<file path="src/rtl/serial_add_sequencer_pkg.sv">
// -----------------------------------------------------------------------------
// serial_add_pkg: shared types and defaults for the serial add sequencer.
//   state_e       - controller state encoding (IDLE, RUN, DONE)
//   DEFAULT_WIDTH - default operand/result width in bits
// -----------------------------------------------------------------------------
package serial_add_pkg;

  localparam int unsigned DEFAULT_WIDTH = 8;

  typedef enum logic [1:0] {
    IDLE = 2'd0,
    RUN  = 2'd1,
    DONE = 2'd2
  } state_e;

endpackage : serial_add_pkg

</file>
<file path="src/rtl/serial_add_sequencer_if.sv">
// -----------------------------------------------------------------------------
// serial_add_sequencer_if: request/result handshake plus the bit-serial link
// to an external one_bit_adder.
//   Request : start, op_a, op_b, cin_init
//   Result  : busy, done, result, carry_out, err
//   Adder   : add_a, add_b, add_cin (to adder), add_sum, add_cout (from adder)
// Modports:
//   master - feeder/consumer side (drives request, hosts the adder)
//   slave  - the sequencer
// -----------------------------------------------------------------------------
interface serial_add_sequencer_if #(
  parameter int unsigned WIDTH = serial_add_pkg::DEFAULT_WIDTH
);

  logic             start;
  logic [WIDTH-1:0] op_a;
  logic [WIDTH-1:0] op_b;
  logic             cin_init;
  logic             busy;
  logic             done;
  logic [WIDTH-1:0] result;
  logic             carry_out;
  logic             err;
  logic             add_a;
  logic             add_b;
  logic             add_cin;
  logic             add_sum;
  logic             add_cout;

  modport master (
    output start, op_a, op_b, cin_init, add_sum, add_cout,
    input  busy, done, result, carry_out, err, add_a, add_b, add_cin
  );

  modport slave (
    input  start, op_a, op_b, cin_init, add_sum, add_cout,
    output busy, done, result, carry_out, err, add_a, add_b, add_cin
  );

endinterface : serial_add_sequencer_if

</file>
<file path="src/rtl/serial_add_sequencer_checker.sv">
// -----------------------------------------------------------------------------
// serial_add_checker: reference full-adder compare against the external adder
// with a sticky error flag. Only instantiated when SERIAL_ADD_CHECK_EN is set.
//   clk, rst_n       - clock, async active-low reset
//   i_run            - sequencer is in RUN (adder outputs are meaningful)
//   i_clr            - accepted start; clears the sticky flag
//   i_add_a/b/cin    - bits presented to the adder
//   i_add_sum/cout   - bits returned by the adder
//   o_err            - sticky mismatch flag
// -----------------------------------------------------------------------------
module serial_add_checker (
  input  logic clk,
  input  logic rst_n,
  input  logic i_run,
  input  logic i_clr,
  input  logic i_add_a,
  input  logic i_add_b,
  input  logic i_add_cin,
  input  logic i_add_sum,
  input  logic i_add_cout,
  output logic o_err
);

  logic w_sum_ref;
  logic w_cout_ref;
  logic w_mismatch;
  logic r_err;

  assign w_sum_ref  = i_add_a ^ i_add_b ^ i_add_cin;
  assign w_cout_ref = (i_add_a & i_add_b) | (i_add_a & i_add_cin) | (i_add_b & i_add_cin);
  assign w_mismatch = i_run & ((i_add_sum != w_sum_ref) | (i_add_cout != w_cout_ref));

  // Sticky until reset or the next accepted start.
  always_ff @(posedge clk or negedge rst_n) begin
    if (!rst_n) begin
      r_err <= 1'b0;
    end else if (i_clr) begin
      r_err <= 1'b0;
    end else if (w_mismatch) begin
      r_err <= 1'b1;
    end
  end

  assign o_err = r_err;

endmodule : serial_add_checker

</file>
<file path="src/rtl/serial_add_sequencer.sv">
// -----------------------------------------------------------------------------
// serial_add_sequencer: bit-serial controller wrapped around an external
// one_bit_adder. Captures two WIDTH-bit operands and a carry-in on start,
// feeds the adder LSB-first one bit per cycle, loops cout back into cin and
// shifts returned sum bits into result.
//   clk    - rising-edge clock
//   rst_n  - asynchronous active-low reset
//   bus    - serial_add_sequencer_if.slave (request, result, adder link)
// Optional: define SERIAL_ADD_CHECK_EN to add an adder self-check driving
// bus.err; otherwise bus.err is tied low.
// -----------------------------------------------------------------------------
module serial_add_sequencer
  import serial_add_pkg::*;
#(
  parameter int unsigned WIDTH = DEFAULT_WIDTH
) (
  input  logic                  clk,
  input  logic                  rst_n,
  serial_add_sequencer_if.slave bus
);

  localparam int unsigned CNT_W = $clog2(WIDTH + 1);

  state_e           r_state;
  state_e           w_next;
  logic [WIDTH-1:0] r_sh_a;
  logic [WIDTH-1:0] r_sh_b;
  logic [WIDTH-1:0] r_result;
  logic [CNT_W-1:0] r_cnt;
  logic             r_carry_q;
  logic             r_carry_out;
  logic             r_busy;
  logic             r_done;
  logic             w_start_acc;
  logic             w_run;
  logic             w_last;

  assign w_run       = (r_state == RUN);
  assign w_start_acc = (r_state == IDLE) & bus.start;
  assign w_last      = w_run & (r_cnt == CNT_W'(WIDTH - 1));

  // Next-state logic.
  always_comb begin
    w_next = r_state;
    case (r_state)
      IDLE:    if (bus.start) w_next = RUN;
      RUN:     if (w_last)    w_next = DONE;
      DONE:    w_next = IDLE;
      default: w_next = IDLE;
    endcase
  end

  // State register; busy/done registered from the next state.
  always_ff @(posedge clk or negedge rst_n) begin
    if (!rst_n) begin
      r_state <= IDLE;
      r_busy  <= 1'b0;
      r_done  <= 1'b0;
    end else begin
      r_state <= w_next;
      r_busy  <= (w_next == RUN);
      r_done  <= (w_next == DONE);
    end
  end

  // Operand capture, serial shift and result assembly.
  always_ff @(posedge clk or negedge rst_n) begin
    if (!rst_n) begin
      r_sh_a      <= '0;
      r_sh_b      <= '0;
      r_result    <= '0;
      r_cnt       <= '0;
      r_carry_q   <= 1'b0;
      r_carry_out <= 1'b0;
    end else if (w_start_acc) begin
      r_sh_a      <= bus.op_a;
      r_sh_b      <= bus.op_b;
      r_carry_q   <= bus.cin_init;
      r_cnt       <= '0;
      r_result    <= '0;
      r_carry_out <= 1'b0;
    end else if (w_run) begin
      r_result  <= {bus.add_sum, r_result[WIDTH-1:1]};
      r_carry_q <= bus.add_cout;
      r_sh_a    <= {1'b0, r_sh_a[WIDTH-1:1]};
      r_sh_b    <= {1'b0, r_sh_b[WIDTH-1:1]};
      r_cnt     <= r_cnt + CNT_W'(1);
      if (w_last) begin
        r_carry_out <= bus.add_cout;
      end
    end
  end

  // Adder inputs come straight from registers, gated to RUN.
  assign bus.add_a     = w_run & r_sh_a[0];
  assign bus.add_b     = w_run & r_sh_b[0];
  assign bus.add_cin   = w_run & r_carry_q;

  assign bus.busy      = r_busy;
  assign bus.done      = r_done;
  assign bus.result    = r_result;
  assign bus.carry_out = r_carry_out;

`ifdef SERIAL_ADD_CHECK_EN
  serial_add_checker u_checker (
    .clk        (clk),
    .rst_n      (rst_n),
    .i_run      (w_run),
    .i_clr      (w_start_acc),
    .i_add_a    (bus.add_a),
    .i_add_b    (bus.add_b),
    .i_add_cin  (bus.add_cin),
    .i_add_sum  (bus.add_sum),
    .i_add_cout (bus.add_cout),
    .o_err      (bus.err)
  );
`else
  assign bus.err = 1'b0;
`endif

endmodule : serial_add_sequencer

</file>
<file path="src/flat_wrapper.sv">
// flat-port wrapper written by rule: the top's interface ports become plain ports
module serial_add_sequencer_flat import serial_add_pkg::*;
#(
  parameter int unsigned WIDTH = DEFAULT_WIDTH
)
  (clk, rst_n, bus_start, bus_op_a, bus_op_b, bus_cin_init, bus_add_sum, bus_add_cout, bus_busy, bus_done, bus_result, bus_carry_out, bus_err, bus_add_a, bus_add_b, bus_add_cin);
  serial_add_sequencer_if #(.WIDTH(WIDTH)) bus_i ();
  input  logic clk;
  input  logic rst_n;
  input wire logic [$bits(bus_i.start)-1:0] bus_start;
  input wire logic [$bits(bus_i.op_a)-1:0] bus_op_a;
  input wire logic [$bits(bus_i.op_b)-1:0] bus_op_b;
  input wire logic [$bits(bus_i.cin_init)-1:0] bus_cin_init;
  input wire logic [$bits(bus_i.add_sum)-1:0] bus_add_sum;
  input wire logic [$bits(bus_i.add_cout)-1:0] bus_add_cout;
  output wire logic [$bits(bus_i.busy)-1:0] bus_busy;
  output wire logic [$bits(bus_i.done)-1:0] bus_done;
  output wire logic [$bits(bus_i.result)-1:0] bus_result;
  output wire logic [$bits(bus_i.carry_out)-1:0] bus_carry_out;
  output wire logic [$bits(bus_i.err)-1:0] bus_err;
  output wire logic [$bits(bus_i.add_a)-1:0] bus_add_a;
  output wire logic [$bits(bus_i.add_b)-1:0] bus_add_b;
  output wire logic [$bits(bus_i.add_cin)-1:0] bus_add_cin;
  assign bus_i.start = bus_start;
  assign bus_i.op_a = bus_op_a;
  assign bus_i.op_b = bus_op_b;
  assign bus_i.cin_init = bus_cin_init;
  assign bus_i.add_sum = bus_add_sum;
  assign bus_i.add_cout = bus_add_cout;
  assign bus_busy = bus_i.busy;
  assign bus_done = bus_i.done;
  assign bus_result = bus_i.result;
  assign bus_carry_out = bus_i.carry_out;
  assign bus_err = bus_i.err;
  assign bus_add_a = bus_i.add_a;
  assign bus_add_b = bus_i.add_b;
  assign bus_add_cin = bus_i.add_cin;
  serial_add_sequencer #(.WIDTH(WIDTH)) u_core (.clk(clk), .rst_n(rst_n), .bus(bus_i));
endmodule
</file>
<file path="config.mk">
export PLATFORM = sky130hd
export DESIGN_NAME = serial_add_sequencer_flat
export DESIGN_NICKNAME = d
export VERILOG_FILES = /design/src/rtl/serial_add_sequencer_pkg.sv /design/src/rtl/serial_add_sequencer_if.sv /design/src/rtl/serial_add_sequencer_checker.sv /design/src/rtl/serial_add_sequencer.sv /design/src/flat_wrapper.sv
export SDC_FILE = /design/constraint.sdc
export NUM_CORES = 1
export LEC_CHECK = 0
export ABC_CLOCK_PERIOD_IN_PS = 2000
export CAP_MARGIN = 30
export CELL_PAD_IN_SITES_DETAIL_PLACEMENT = 1
export CELL_PAD_IN_SITES_GLOBAL_PLACEMENT = 2
export CORE_UTILIZATION = 31
export CTS_CLUSTER_DIAMETER = 80
export DETAILED_ROUTE_END_ITERATION = 7
export GPL_TIMING_DRIVEN = 0
export HOLD_SLACK_MARGIN = 0.08
export PLACE_DENSITY_LB_ADDON = 0.1
export SLEW_MARGIN = 40
export SYNTH_ARGS = -nofsm -noshare
export SYNTH_HDL_FRONTEND = slang
export SYNTH_SLANG_ARGS = --single-unit
</file>
<file path="constraint.sdc">
create_clock -name clk -period 2 [get_ports clk]
set_clock_uncertainty 0.1 [all_clocks]
set_input_delay 0.4 -clock clk [delete_from_list [all_inputs] [get_ports clk]]
set_output_delay 0.4 -clock clk [all_outputs]
set_load 0.01 [all_outputs]
</file>
==> impl_results.md <==
- Status: finished with violations
- Failing checks: design-rule violations
- Placer congestion estimate: 0.774
- DR vias/cell: 4.97
- Crit path cell chain: nor2b_2 -> buf_4 -> buf_6 -> and2_1 -> clkbuf_2
- Leading area contributor after synthesis: dfrtp_1
- Worst Setup Start Kind: flip-flop
- Chip height: 70.5 microns
- Initial drt markers: 30
- Hold path startpoint: u_core.r_sh_a[0]$_DFFE_PN0P_
- Yosys reg bits: 34
- Maximum fanout along the worst path: 10
- Async SR Flop Fraction: 1.00
- Core ar.: 4440 sq um
- Final Max Slew Viols: 0
- Worst skew pair latency: 0.29 ns
- Reg2reg setup slack: 0.32 ns
- CP max stage cell: dfrtp_1
- Largest net degree at the start of global routing: 22
- Critical path required time: 1.50 ns
- # DRC: 2
- Syn_area_per_cell: 9.69 sq um
- Fin worst setup slack: 0.112 ns
- Diode count: 0
- Worst flop-to-flop path startpoint: u_core.r_state[0]$_DFF_PN0_
- I/O pin count: 37
- Lkg Pwr: 0.940 nW
- Critical R2R Capture: u_core.bus.result[6]$_DFFE_PN0P_
- Htree depth: 2
- Syn-to-layout area delta: 37.1%
- Slowest cell delay on critical path: 0.38 ns
- Antenna Violating Nets Remaining: 0
- Seq. cell area: 851 sq um
- Fin. Hold Viols: 0
- TritonCTS clock tree: done
- Reg clk slew, reported paths: 0.07 ns
- Worst Hold Endpoint: u_core.r_sh_a[0]$_DFFE_PN0P_
- Max Fclk: 530 MHz
- Global-route wire length before repair: 6.54 mm
- Nets: 220
- Hold Path Class: flip-flop to flip-flop
- Routed vias: 1237
- CTS Sinks: 34
- Worst vdd ir: 0.562 mV
- Synth warn: 0
- Die area: 4970 sq um
- Clock Tree Buf Depth: 2
- Max-cap violations: 0
- Final setup viols: 0
- Post-place setup slack: -0.0463 ns
- Routed WL: 3.75 mm
- Initial DRT Pass Iterations: 6
- Area of the multi-input gates: 534 sq um
- Reg2Reg Depth: 5
- Critical Path Sink Type: primary output
- Fin crit period: 1.89 ns
- Yosys cell types: 24
- Clock buffer count from CTS: 5
- GRT Residual Overflow: 0
- Chip Width: 70.5 microns
- Post-DP HPWL: 2.59 mm
- Vias in the first global route: 1351
- Pwr dens: 1440 nW/um^2
- Hold Path Depth: 2
- Total GRT Usage: 0.171
- Clock root cell: clkbuf_8
- RSZ-0062 raised after global routing: false
- Ys flop type: dfrtp_1
- Part of the Yosys area used for sequential elements: 0.585
- Fin util: 0.448
- Routed wire per std cell: 15.0 microns
- Port bufs: 35
- Top cells by area, synth: dfrtp_1 59%, nand2_1 14%, a22oi_1 7.2%, o21ai_0 4.1%, buf_2 2.1%
- Cells after synthesis: 150
- CP arrival: 1.39 ns
- Initial core utilization: 0.327
- Yosys top cell area share: 0.585
- WS Path Type: flip-flop to primary output
- Layout cells sized above 1: 0.147
- Syn_nets: 173
- Area of the mapped netlist: 1450 sq um
- Rows: 24
- Initial antenna violation count: 0
- Fillers: 513
- Post-synth EDFFs: 0
- Tcrit/Tclk final: 0.944
==> worst max path at each step <==
| stage | start | end | slack, ns | cells after the start |
|---|---|---|---|---|
| final | u_core.r_state[0]$_DFF_PN0_ | bus_add_b | 0.11 | 5 |
| after global routing | u_core.r_state[1]$_DFF_PN0_ | bus_add_b | 0.03 | 5 |
| after CTS | u_core.r_state[1]$_DFF_PN0_ | bus_add_b | 0.007 | 5 |
| after detailed placement | u_core.r_state[0]$_DFF_PN0_ | bus_add_b | -0.05 | 5 |
| after global placement | rst_n | u_core.r_sh_b[0]$_DFFE_PN0P_ | -0.32 | 1 |
| after floorplan | u_core.r_state[0]$_DFF_PN0_ | bus_add_a | 0.53 | 4 |
==> registers in the layout (all words and copies together) (netlist names) <==
name and count:
u_core.bus.result 8, u_core.r_sh_a 8, u_core.r_sh_b 8, u_core.r_cnt 4, u_core.r_state 2, u_core.bus.busy 1, u_core.bus.carry_out 1, u_core.bus.done 1
u_core.r_carry_q 1
==> synthesized netlist by cell type (2+ instances only) <==
master and n:
a22oi_1 14, nor2_1 2, buf_6 2, a21oi_1 2
buf_4 2, o21ai_0 12, a21o_1 2, buf_2 6
nand2_1 56, dfrtp_1 34, and2_1 3, nand3_1 3
==> report_power, final <==
part | internal (mW) | total, mW | switching (mW)
Combinational | 0.590 | 1.25 | 0.661
Sequential | 0.966 | 1.13 | 0.166
Clock | 0.234 | 0.491 | 0.257
Total | 1.79 | 2.87 | 1.08
==> repair_timing <==
item                                    in CTS  in global routing
setup buffers                                2                  1
hold endpoints to repair                    13                  0
resized for setup                            7                  4
cloned                                       0                  0
hold buffers                                 1                  0
endpoints found under the setup margin       3                  3
==> per-stage QoR <==
stage	hold WS, ns	setup TNS (ns)	std cells	total power [mW]	cell area [sq um]
2_1_floorplan	0.00441	0	150	1.86	1450
3_3_place_gp	0.352	-10.99	237	2.33	1870
3_5_place_dp	0.250	-0.117	238	2.39	1890
4_1_cts	0.380	0	248	2.90	2000
5_1_grt	0.400	0	249	3.12	1990
6_report	0.373	0	249	2.87	1990
==> final cells by class <==
| cell class | instances | share of cell area |
|---|---|---|
| Multi-Input combinational cell | 105 | 0.268 |
| Buffer | 10 | 0.0352 |
| Inverter | 1 | 0.00188 |
| Sequential cell | 34 | 0.427 |
| Clock inverter | 2 | 0.00502 |
| Clock buffer | 5 | 0.0345 |
| Timing Repair Buffer | 40 | 0.196 |
| Tap cell | 52 | 0.0326 |
==> layer usage <==
metal  GRT usage  part of all wire  vias up
met3      0.0390             0.046        6
met1       0.213              0.46      614
li1            -                 -      589
met5           0                 0        -
met4      0.0680             0.016        0
met2       0.286              0.48       28
==> critical path, delay by kind of cell, from the launching register on <==
kind | cells | cell delay [ns]
buf+inv | 3 | 0.41
simple gates | 2 | 0.31
flops | 1 | 0.38
==> logic make-up after synthesis <==
group / count (synthesis) / share of synthesized area
compound gates: 35 / 0.163
fa+ha+maj: 1 / 0.00860
buf+inv: 11 / 0.0490
simple gates: 68 / 0.192
flops: 34 / 0.585
other cells: 1 / 0.00258
==> layout by cell type, fill, tap and decap left out, types with 2 or more instances in the layout <==
cell	netlist	layout
clkdlybuf4s50_1	0	31
clkbuf_8	0	5
and2_1	3	3
buf_6	2	2
clkinv_2	0	2
nor2_1	2	2
nand3_1	3	3
a22oi_1	14	14
nand2_1	56	56
buf_4	2	6
clkbuf_2	0	3
o21ai_0	12	12
a21o_1	2	2
a21oi_1	2	2
dfrtp_1	34	34
buf_2	6	6
No activity file was read; power rests on OpenSTA's default activity.
